==> config.mk <==
export PLATFORM = sky130hd
export DESIGN_NAME = dmem_arbiter_rv32
export DESIGN_NICKNAME = d
export VERILOG_FILES = /design/src/rtl/dmem_arbiter_rv32.sv
export SDC_FILE = /design/constraint.sdc
export NUM_CORES = 1
export LEC_CHECK = 0
export BUFFER_PORTS_ARGS = -buffer_cell sky130_fd_sc_hd__buf_4
export CAP_MARGIN = 10
export CELL_PAD_IN_SITES_DETAIL_PLACEMENT = 1
export CELL_PAD_IN_SITES_GLOBAL_PLACEMENT = 2
export CORE_UTILIZATION = 22
export CTS_BUF_LIST = sky130_fd_sc_hd__clkbuf_4 sky130_fd_sc_hd__clkbuf_8
export DETAILED_ROUTE_END_ITERATION = 10
export PLACE_DENSITY_LB_ADDON = 0.25
export SLEW_MARGIN = 20
export SYNTH_ARGS = -nofsm -noshare
export SYNTH_HDL_FRONTEND = slang
export SYNTH_SLANG_ARGS = --single-unit
==> constraint.sdc <==
create_clock -name clk -period 1.6 [get_ports clk]
set_input_delay 0.32 -clock clk [delete_from_list [all_inputs] [get_ports clk]]
set_output_delay 0.32 -clock clk [all_outputs]
set_load 0.01 [all_outputs]
==> src/rtl/dmem_arbiter_rv32.sv <==
// dmem_arbiter_rv32: round-robin two-port arbiter for the RV32I data memory (optional perf counters: DMEM_ARB_PERF_EN)
module dmem_arbiter_rv32 #(
  parameter int AddrWidth = 14
) (
  input  logic                 clk,
  input  logic                 rst_n,
  input  logic [1:0]           req_valid,
  output logic [1:0]           req_ready,
  input  logic [1:0]           req_we,
  input  logic [5:0]           req_funct3,
  input  logic [63:0]          req_addr,
  input  logic [63:0]          req_wdata,
  output logic [1:0]           resp_valid,
  input  logic [1:0]           resp_ready,
  output logic [31:0]          resp_data,
  output logic                 resp_err,
  output logic [AddrWidth-1:0] mem_addr,
  output logic [31:0]          mem_wdata,
  output logic                 mem_we,
  output logic [2:0]           mem_funct3,
  input  logic [31:0]          mem_rdata
`ifdef DMEM_ARB_PERF_EN
  ,
  output logic [31:0]          perf_grant0,
  output logic [31:0]          perf_grant1,
  output logic [31:0]          perf_err
`endif
);
  localparam logic [1:0] S_IDLE   = 2'd0;
  localparam logic [1:0] S_ACCESS = 2'd1;
  localparam logic [1:0] S_RESP   = 2'd2;
  logic [1:0]  state_q, state_d;
  logic        prio_q, prio_d, id_q, id_d, we_q, we_d, err_q, err_d;
  logic [2:0]  f3_q, f3_d;
  logic [31:0] addr_q, addr_d, wdata_q, wdata_d, rdata_q, rdata_d;
  logic        grant, accept, err;
  // Arbitration, access legality and the combinational handshake/memory outputs; reset masks them in its own cycle
  always_comb begin
    grant      = (&req_valid) ? prio_q : req_valid[1];
    accept     = rst_n && state_q == S_IDLE && |req_valid;
    err        = (|addr_q[31:AddrWidth])
               || (f3_q == 3'b010 && addr_q[AddrWidth-1:0] > {{(AddrWidth-2){1'b1}}, 2'b00})
               || (we_q ? f3_q >= 3'b011 : (f3_q == 3'b011 || f3_q[2:1] == 2'b11))
               || (f3_q[1:0] == 2'b01 && addr_q[0])
               || (f3_q == 3'b010 && addr_q[1:0] != 2'b00);
    req_ready  = accept ? 2'b01 << grant : 2'b00;
    resp_valid = (rst_n && state_q == S_RESP) ? 2'b01 << id_q : 2'b00;
    mem_we     = rst_n && state_q == S_ACCESS && we_q && !err;
    mem_addr   = addr_q[AddrWidth-1:0];
    mem_wdata  = wdata_q;
    mem_funct3 = f3_q;
    resp_data  = rdata_q;
    resp_err   = err_q;
  end
  // Next-state: latch the winner in IDLE, capture the memory result in ACCESS, hand priority over after RESP
  always_comb begin
    state_d = state_q;
    prio_d  = prio_q;
    id_d    = id_q;
    we_d    = we_q;
    f3_d    = f3_q;
    addr_d  = addr_q;
    wdata_d = wdata_q;
    rdata_d = rdata_q;
    err_d   = err_q;
    if (accept) begin
      state_d = S_ACCESS;
      id_d    = grant;
      we_d    = req_we[grant];
      f3_d    = grant ? req_funct3[5:3] : req_funct3[2:0];
      addr_d  = grant ? req_addr[63:32] : req_addr[31:0];
      wdata_d = grant ? req_wdata[63:32] : req_wdata[31:0];
    end else if (state_q == S_ACCESS) begin
      state_d = S_RESP;
      rdata_d = (err || we_q) ? 32'd0 : mem_rdata;
      err_d   = err;
    end else if (state_q == S_RESP && resp_ready[id_q]) begin
      state_d = S_IDLE;
      prio_d  = ~id_q;
    end
  end
  // State registers; reset discards any in-flight transaction
  always_ff @(posedge clk) begin
    if (!rst_n) begin
      state_q <= S_IDLE;
      prio_q  <= 1'b0;
      id_q    <= 1'b0;
      we_q    <= 1'b0;
      f3_q    <= 3'd0;
      addr_q  <= 32'd0;
      wdata_q <= 32'd0;
      rdata_q <= 32'd0;
      err_q   <= 1'b0;
    end else begin
      state_q <= state_d;
      prio_q  <= prio_d;
      id_q    <= id_d;
      we_q    <= we_d;
      f3_q    <= f3_d;
      addr_q  <= addr_d;
      wdata_q <= wdata_d;
      rdata_q <= rdata_d;
      err_q   <= err_d;
    end
  end
`ifdef DMEM_ARB_PERF_EN
  logic [31:0] pg0_q, pg0_d, pg1_q, pg1_d, perr_q, perr_d;
  // Saturating event counters: accepts per port and errored accesses
  always_comb begin
    pg0_d       = (accept && !grant && !(&pg0_q)) ? pg0_q + 32'd1 : pg0_q;
    pg1_d       = (accept && grant && !(&pg1_q)) ? pg1_q + 32'd1 : pg1_q;
    perr_d      = (rst_n && state_q == S_ACCESS && err && !(&perr_q)) ? perr_q + 32'd1 : perr_q;
    perf_grant0 = pg0_q;
    perf_grant1 = pg1_q;
    perf_err    = perr_q;
  end
  // Counter registers
  always_ff @(posedge clk) begin
    if (!rst_n) begin
      pg0_q  <= 32'd0;
      pg1_q  <= 32'd0;
      perr_q <= 32'd0;
    end else begin
      pg0_q  <= pg0_d;
      pg1_q  <= pg1_d;
      perr_q <= perr_d;
    end
  end
`endif
endmodule

==> run_results.csv, run 1 <==
group,metric,value,unit
timing,fin_crit_sh,132,%
critical_path,cp-end-kind,"output pin",
critical_path,reg2reg_from,"state_q[1]",
finish,synthToLayoutAreaGrowth,98.8,%
power,p_leak,4.11,nW
synthesis,synth_ff_type,"dfxtp_1",
grt,grt_max_degree,36,
route,drt_iter0_drc,61,
route,route.detailed.drc,0,
critical_path,path_max_fanout,2,
route,ant_nets,0,
grt,overflow,0,
die,coreArea,19500,um2
synthesis,synth_edf_count,0,
timing,finalSetupViolations,101,
route,routed-via-count,4538,
synthesis,netlist_instances,434,
route,drtPass1Iterations,4,
synthesis,yosysSeqAreaShare,47.8,%
synthesis,synth_top_cell_by_area,"dfxtp_1",
critical_path,slowest_delay,0.35,ns
timing,worst_slack,-0.506,ns
timing,timing.fmax,475,MHz
timing,rsz0062_at_grt,"true",
clock_tree,ctsLongestPathBuffers,2,
critical_path,critPathLaunchType,"flop",
clock_tree,cts-root-buf,"clkbuf_8",
grt,antenna_found_initial,0,
synthesis,yosysUniqueCellTypes,30,
timing,worstMarginPinSlew,0.572,ns
power,power_density,834,nW/um2
grt,grt_pass1_vias,4853,
finish,most-common-layout-cells,"284 x buf_4, 100 x dfxtp_1, 69 x mux2i_1, 63 x a211oi_2",
finish,mostFrequentLayoutCell,"buf_4",
clock_tree,cts_tree,"done",
place,dp_slack,-0.263,ns
critical_path,reg2reg_depth,11,
synthesis,synth_top_area_share,47.8,%
clock_tree,clk_latency,0.39,ns
outcome,failed_checks,"negative setup slack",
grt,grt_use_total,17.1,%
die,start_util,22.5,%
finish,antenna_cells,0,
clock_tree,path_clk_slew,0.11,ns
finish,seq_area,2110,um2
critical_path,crit_path_cell_trace,"nor4_4 -> nand4_1 -> or2_4 -> nor3_4 -> buf_6",
clock_tree,cts-buffers-inserted,9,
place,gp_congestion,0.714,
synthesis,synth-async-reset-ratio,0,%
worst_hold_path,hold_depth,2,
place,dp_hpwl,11900,um
critical_path,cp.required,1.28,ns
finish,fillers,2143,
synthesis,ys_seq_elements,105,
die,die_height,143,um
critical_path,r2r-end,"mem_wdata[11]",
finish,layout.nets,914,
critical_path,rrSetupSlack,-0.23,ns
synthesis,yosysWarnings,0,
power,peakVddDrop,0.396,mV
finish,multi_input_area,2850,um2
clock_tree,htreeDepth,3,
worst_hold_path,hold_end,"resp_data[0]",
grt,grt_pass1_wl,26600,um
worst_hold_path,hp-class,"in2reg",
critical_path,crit_slowest_cell,"dfxtp_2",
finish,drive_gt1_share,69.8,%
route,routed_wire_length_per_instance,17.7,um
die,io_pins,261,
critical_path,worstSetupPathType,"reg2out",
synthesis,synth_area_per_cell,10.1,um2
die,dieArea,20600,um2
timing,hold_viol_final,0,
timing,fin_crit,2.11,ns
timing,fin_skew,0.0123,ns
place,io_buffer_count,260,
timing,slew_violations,0,
timing,fin_tns_setup,-15.40,ns
flow_run,drv_cap,0,
synthesis,syn_area,4400,um2
timing,slew_headroom,61.9,%
synthesis,synth_nets,608,
die,die_w,143,um
worst_hold_path,hold_start,"mem_rdata[0]",
route,drt-total-wl,17800,um
outcome,status,"finished, violations left",
synthesis,synthTopCellsByArea,"dfxtp_1 48%, mux2i_1 16%, a211oi_1 12%, nor2_1 6.4%, a22o_2 6.4%",
die,rows,51,
critical_path,cp.arrival,1.79,ns
route,avgViaCountPerCell,4.49,
timing,whs,0.126,ns
clock_tree,cts_sinks,105,
[sequential cells by signal, summed over array words and instances, names as in the netlist]
name,flops
we_q,1
mem_wdata,32
resp_data,32
addr_q,32
resp_err,1
mem_funct3,3
id_q,1
state_q,2
prio_q,1
[synthesized netlist by cell type (3+ instances only)]
library cell	n
a211oi_1	69
nor2_1	75
buf_6	3
dfxtp_1	105
buf_2	16
clkbuf_1	17
a22o_1	4
a21oi_1	3
nor4_1	5
inv_1	3
a22o_2	28
buf_4	14
nand2_1	6
mux2i_1	69
[critical path: cells and delay by family (launching register included)]
family                 cells  cell delay, ns
buffers and inverters      1            0.13
and+or+nand+nor            4            0.92
DFF                        1            0.35
[report_power, final]
part	switching, mW	total (mW)	internal, mW
clock	1.04	1.96	0.914
sequential	0.164	2.98	2.81
combinational	1.02	2.37	1.34
total	2.23	7.30	5.07
[kinds of logic (layout without fill, tap and decap cells)]
family	count (synthesis)	count (layout)	synth area share (%)
buffers and inverters	54	365	6.77
AO/OA/AOI/OAI	111	111	20.6
flip-flops	105	105	47.8
AND/OR/NAND/NOR	95	95	9.21
multiplexers	69	69	15.7
[final cells by class]
cell class              count  area share, %
clock buffers               9           1.42
clock inverters             7           1.29
inverters                   3          0.129
multi-input cells         275           32.6
flip-flops and latches    105           24.1
well taps                 265           3.79
repair buffers            346           36.7
[through the flow]
| stage | cells | power, mW | utilization [%] | area (um2) |
|---|---|---|---|---|
| final | 1010 | 7.30 | 44.8 | 8750 |
| after CTS | 1005 | 7.34 | 43.2 | 8430 |
| after global routing | 1010 | 7.73 | 44.8 | 8750 |
| after floorplan | 434 | 3.72 | - | 4410 |
| after global placement | 946 | 4.54 | 34.9 | 6810 |
| after detailed placement | 946 | 4.58 | 34.9 | 6810 |
[how the worst max path moves through the flow]
| stage | cells past startpoint | from | slack (ns) | to |
|---|---|---|---|---|
| 5_1_grt | 5 | addr_q[23] | -0.66 | mem_we |
| 2_1_floorplan | 4 | addr_q[19] | 0.004 | mem_we |
| 4_1_cts | 5 | addr_q[22] | -0.54 | mem_we |
| 6_report | 5 | addr_q[22] | -0.51 | mem_we |
| 3_3_place_gp | 6 | addr_q[31] | -0.15 | mem_we |
| 3_5_place_dp | 5 | addr_q[19] | -0.26 | mem_we |
[repair_timing]
| item | 4_1_cts | 5_1_grt |
|---|---|---|
| setup endpoints to repair | 88 | 106 |
| gates cloned | 14 | 2 |
| buffers inserted | 29 | 16 |
| hold buffers | 0 | 0 |
| resized for setup | 177 | 85 |
| pin swaps | 65 | 27 |
[routing by layer]
| layer | wire, um | track usage [%] | vias to the layer above | part of all wire [%] |
|---|---|---|---|---|
| li1 | - | - | 2188 | - |
| met1 | 6950 | 19.9 | 2187 | 39 |
| met2 | 9480 | 30.5 | 158 | 53 |
| met3 | 1290 | 5.76 | 5 | 7.2 |
| met4 | 104 | 2.86 | 0 | 0.58 |
| met5 | 0 | 0 | - | 0 |
Power figures use the tool's default switching activity.
==> run 2: changes to the inputs <==
--- a/config.mk
+++ b/config.mk
@@ -12,6 +12,7 @@
 export CORE_UTILIZATION = 22
 export CTS_BUF_LIST = sky130_fd_sc_hd__clkbuf_4 sky130_fd_sc_hd__clkbuf_8
 export DETAILED_ROUTE_END_ITERATION = 10
+export GPL_TIMING_DRIVEN = 0
 export PLACE_DENSITY_LB_ADDON = 0.25
 export SLEW_MARGIN = 20
 export SYNTH_ARGS = -nofsm -noshare
==> run_results.csv, run 2 (synthesis results as in run 1) <==
group,metric,value,unit
route,avgViaCountPerCell,4.49,
finish,mostFrequentLayoutCell,"buf_4",
timing,finalSetupViolations,92,
timing,fin_skew,0.0165,ns
clock_tree,postCtsHoldBufs,0,
clock_tree,cts-buffers-inserted,9,
power,peakVddDrop,0.371,mV
outcome,failed_checks,"negative setup slack",
timing,slew_headroom,51.8,%
grt,antenna_found_initial,1,
finish,antenna_cells,0,
timing,rsz0062_at_grt,"true",
die,io_pins,261,
timing,worst_slack,-0.447,ns
finish,most-common-layout-cells,"290 x buf_4, 98 x dfxtp_1, 66 x mux2i_1, 49 x a211oi_2, 38 x nor2_1",
timing,fin_tns_setup,-9.16,ns
timing,hold_viol_final,0,
grt,overflow,0,
power,power_density,790,nW/um2
clock_tree,cts-root-buf,"clkbuf_8",
power,swShare,31.0,%
place,dp_slack,-0.517,ns
worst_hold_path,hold_depth,2,
grt,grt_pass1_wl,24900,um
clock_tree,cts_tree,"done",
timing,slew_violations,0,
die,dieArea,20600,um2
grt,grt_max_degree,19,
power,p_int,4.58,mW
die,die_w,143,um
power,power_frac_seq,44.8,%
clock_tree,htreeDepth,3,
critical_path,path_max_fanout,2,
timing,fin_crit_sh,128,%
route,drt-total-wl,18000,um
power,power_frac_clock,23.0,%
timing,fin_crit,2.05,ns
finish,post-route-util,43.1,%
clock_tree,path_clk_slew,0.11,ns
route,drtPass1Iterations,4,
critical_path,worstSetupPathType,"reg2out",
outcome,status,"finished, violations left",
die,rows,51,
route,routed-via-count,4545,
critical_path,cp.arrival,1.73,ns
clock_tree,clk_latency,0.38,ns
route,drt_iter0_drc,85,
critical_path,reg2reg_depth,7,
place,gp_congestion,0.697,
die,coreArea,19500,um2
flow_run,drv_cap,0,
power,p_comb_share,32.2,%
place,dp_hpwl,12700,um
finish,layout.nets,918,
clock_tree,ctsLongestPathBuffers,2,
power,p_leak,3.99,nW
critical_path,cp.required,1.28,ns
timing,timing.fmax,488,MHz
worst_hold_path,hp-class,"in2reg",
grt,grt_use_total,16.1,%
grt,grt_pass1_vias,4774,
route,route.detailed.drc,0,
route,routed_wire_length_per_instance,17.8,um
clock_tree,cts_sinks,105,
die,start_util,22.5,%
die,die_height,143,um
finish,drive_gt1_share,66.3,%
timing,worstMarginPinSlew,0.722,ns
power,p_sw,2.06,mW
finish,synthToLayoutAreaGrowth,91.0,%
route,ant_nets,0,
critical_path,cp-end-kind,"output pin",
critical_path,critPathLaunchType,"flop",
place,io_buffer_count,260,
-- run 2: path summary, 6_finish.rpt --
path,to,slack [ns],start
worst max-delay path,mem_we,-0.45,addr_q[0]
worst min-delay path,resp_data[26],0.15,mem_rdata[26]
worst max register to register,resp_data[15],-0.24,addr_q[0]
worst min register to register,resp_data[5],0.49,resp_data[5]
-- run 2: repair_timing --
action | 4_1_cts | 5_1_grt
endpoints found under the hold margin | 0 | 0
setup buffers | 17 | 11
gates cloned | 3 | 11
pin swaps | 11 | 55
setup endpoints to repair | 107 | 98
gates resized for setup | 98 | 157
-- run 2: worst max-delay path: stages, from the launching register on --
cell and delay (ns):
dfxtp_2 0.34, o41a_1 0.46, or2_4 0.28, nor3_4 0.13, buf_6 0.13
-- run 2: layout make-up --
cell class,instances,area [um2]
Fill cell,2168,11100
Clock buffer,10,131
Inverter,3,11.3
Buffer,49,475
Clock inverter,5,33.8
Timing Repair Buffer,301,2590
Sequential cell,105,2110
Multi-Input combinational cell,275,2730
Tap cell,265,332
-- run 2: stage by stage --
| step | cell area (um2) | cells | total power, mW | hold slack [ns] |
|---|---|---|---|---|
| finish | 8410 | 1013 | 6.64 | 0.146 |
| global route | 8410 | 1013 | 7.00 | 0.125 |
| CTS | 7510 | 993 | 6.24 | 0.117 |
| detailed placement | 6700 | 959 | 4.51 | 0.470 |
| global placement | 6700 | 959 | 4.46 | 0.463 |
| floorplan | 4410 | 434 | 3.72 | 0.438 |
-- run 2: metal layers --
metal / part of all wire, % / up-vias / track usage, %
met2: 52 / 162 / 29.5
met5: 0.089 / - / 0
met3: 8.1 / 19 / 5.56
met1: 38 / 2163 / 16.9
met4: 1.5 / 2 / 5.82
li1: - / 2199 / -
-- run 2: power by group through the flow --
stage          combinational, mW  sequential, mW  clock, mW
3_3_place_gp                1.48            2.98          0
5_1_grt                     2.30            3.00       1.70
2_1_floorplan              0.709            3.01          0
3_5_place_dp                1.52            2.99          0
4_1_cts                     1.69            2.95       1.60
6_report                    2.14            2.98       1.53
==> run 3: changes to the inputs <==
--- a/config.mk
+++ b/config.mk
@@ -14,6 +14,7 @@
 export DETAILED_ROUTE_END_ITERATION = 10
 export GPL_TIMING_DRIVEN = 0
 export PLACE_DENSITY_LB_ADDON = 0.25
+export SKIP_LAST_GASP = 1
 export SLEW_MARGIN = 20
 export SYNTH_ARGS = -nofsm -noshare
 export SYNTH_HDL_FRONTEND = slang
==> run_results.csv, run 3 (synthesis results as in run 1) <==
group,metric,value,unit
outcome,failed_checks,"negative setup slack",
power,p_comb_share,32.1,%
clock_tree,htreeDepth,3,
route,route.detailed.drc,0,
grt,grt_use_total,16.1,%
critical_path,rrSetupSlack,-0.25,ns
grt,grt_pass1_vias,4760,
critical_path,path_max_fanout,2,
worst_hold_path,hp-class,"in2reg",
die,coreArea,19500,um2
worst_hold_path,hold_start,"mem_rdata[23]",
power,power_density,792,nW/um2
timing,timing.fmax,490,MHz
clock_tree,cts-root-buf,"clkbuf_8",
timing,hold_viol_final,0,
clock_tree,postCtsHoldBufs,0,
finish,most-common-layout-cells,"290 x buf_4, 98 x dfxtp_1, 66 x mux2i_1, 46 x a211oi_2, 46 x nor2_1",
finish,mostFrequentLayoutCell,"buf_4",
place,io_buffer_count,260,
finish,post-route-util,42.8,%
clock_tree,ctsLongestPathBuffers,2,
timing,finalSetupViolations,94,
route,avgViaCountPerCell,4.48,
timing,worst_slack,-0.441,ns
critical_path,cp-end-kind,"output pin",
die,die_height,143,um
die,start_util,22.5,%
worst_hold_path,hold_depth,2,
die,dieArea,20600,um2
route,routed-via-count,4538,
finish,synthToLayoutAreaGrowth,89.8,%
critical_path,reg2reg_from,"addr_q[0]",
clock_tree,path_clk_slew,0.11,ns
critical_path,r2r-end,"resp_data[15]",
die,die_w,143,um
power,p_int,4.57,mW
grt,antenna_found_initial,1,
clock_tree,cts_tree,"done",
route,drt_iter0_drc,93,
clock_tree,cts-buffers-inserted,9,
clock_tree,clk_latency,0.38,ns
finish,fillers,2180,
timing,rsz0062_at_grt,"true",
die,io_pins,261,
place,dp_hpwl,12700,um
timing,fin_crit_sh,128,%
critical_path,cp.required,1.28,ns
finish,antenna_cells,0,
critical_path,reg2reg_depth,7,
grt,grt_pass1_wl,24900,um
critical_path,worstSetupPathType,"reg2out",
place,gp_congestion,0.697,
outcome,status,"finished, violations left",
power,finalPower,6.62,mW
power,power_frac_clock,22.9,%
critical_path,critPathLaunchType,"flop",
timing,fin_crit,2.04,ns
worst_hold_path,hold_end,"resp_data[23]",
timing,slew_violations,0,
power,peakVddDrop,0.368,mV
flow_run,drv_cap,0,
power,p_leak,3.97,nW
power,p_sw,2.04,mW
die,rows,51,
timing,worstMarginPinSlew,0.707,ns
clock_tree,cts_sinks,105,
grt,grt_max_degree,19,
route,drt-total-wl,18000,um
power,swShare,30.9,%
timing,slew_headroom,52.9,%
route,drtPass1Iterations,4,
timing,fin_skew,0.0157,ns
finish,drive_gt1_share,64.8,%
route,ant_nets,0,
finish,layout.nets,917,
grt,overflow,0,
critical_path,cp.arrival,1.72,ns
power,power_frac_seq,45.0,%
route,routed_wire_length_per_instance,17.8,um
-- run 3: cell type report --
type | instances | area, um2 | area share [%]
plain buffers | 48 | 460 | 5.51
clock buffers | 10 | 131 | 1.57
clock inverters | 5 | 33.8 | 0.404
inverters | 3 | 11.3 | 0.135
multi-input cells | 275 | 2690 | 32.2
flip-flops and latches | 105 | 2110 | 25.3
well taps | 265 | 332 | 3.97
repair buffers | 301 | 2580 | 30.9
-- run 3: worst max path at each step --
stage,startpoint,endpoint,slack (ns),depth (start not counted)
global placement,req_valid[0],req_ready[1],-0.50,7
floorplan,addr_q[19],mem_we,0.004,4
CTS,addr_q[1],mem_we,-0.47,4
global route,addr_q[0],mem_we,-0.53,4
finish,addr_q[0],mem_we,-0.44,4
detailed placement,req_valid[0],req_ready[1],-0.52,7
-- run 3: metrics by stage --
| stage | cell area (um2) | hold WS (ns) | cells | TNS (ns) | worst slack, ns |
|---|---|---|---|---|---|
| floorplan | 4410 | 0.438 | 434 | 0 | 0.00397 |
| global placement | 6700 | 0.463 | 959 | -38.48 | -0.497 |
| detailed placement | 6700 | 0.470 | 959 | -41.37 | -0.517 |
| CTS | 7490 | 0.117 | 993 | -7.12 | -0.472 |
| global route | 8350 | 0.126 | 1012 | -16.12 | -0.532 |
| finish | 8350 | 0.148 | 1012 | -9.67 | -0.441 |
-- run 3: power by group through the flow --
stage / logic (mW) / clock network, mW / registers (mW)
after detailed placement: 1.52 / 0 / 2.99
after CTS: 1.69 / 1.60 / 2.95
after global placement: 1.48 / 0 / 2.98
after global routing: 2.28 / 1.70 / 3.00
final: 2.12 / 1.52 / 2.97
after floorplan: 0.709 / 0 / 3.01
-- run 3: critical path, stage by stage, from the launching register on --
cell and delay [ns]:
dfxtp_2 0.34, o41a_1 0.46, or2_4 0.28, nor3_4 0.13, buf_6 0.13
-- run 3: routing by layer --
| metal | global-route usage (%) | wire length [um] |
|---|---|---|
| met1 | 17.0 | 6960 |
| met2 | 29.4 | 9300 |
| met3 | 5.53 | 1470 |
| met4 | 5.82 | 240 |
| met5 | 0 | 15 |
-- run 3: what timing repair did --
item	4_1_cts	5_1_grt
gates cloned	3	11
pin swaps	11	39
gates resized for setup	95	151
setup buffers	17	12
endpoints found under the setup margin	107	98
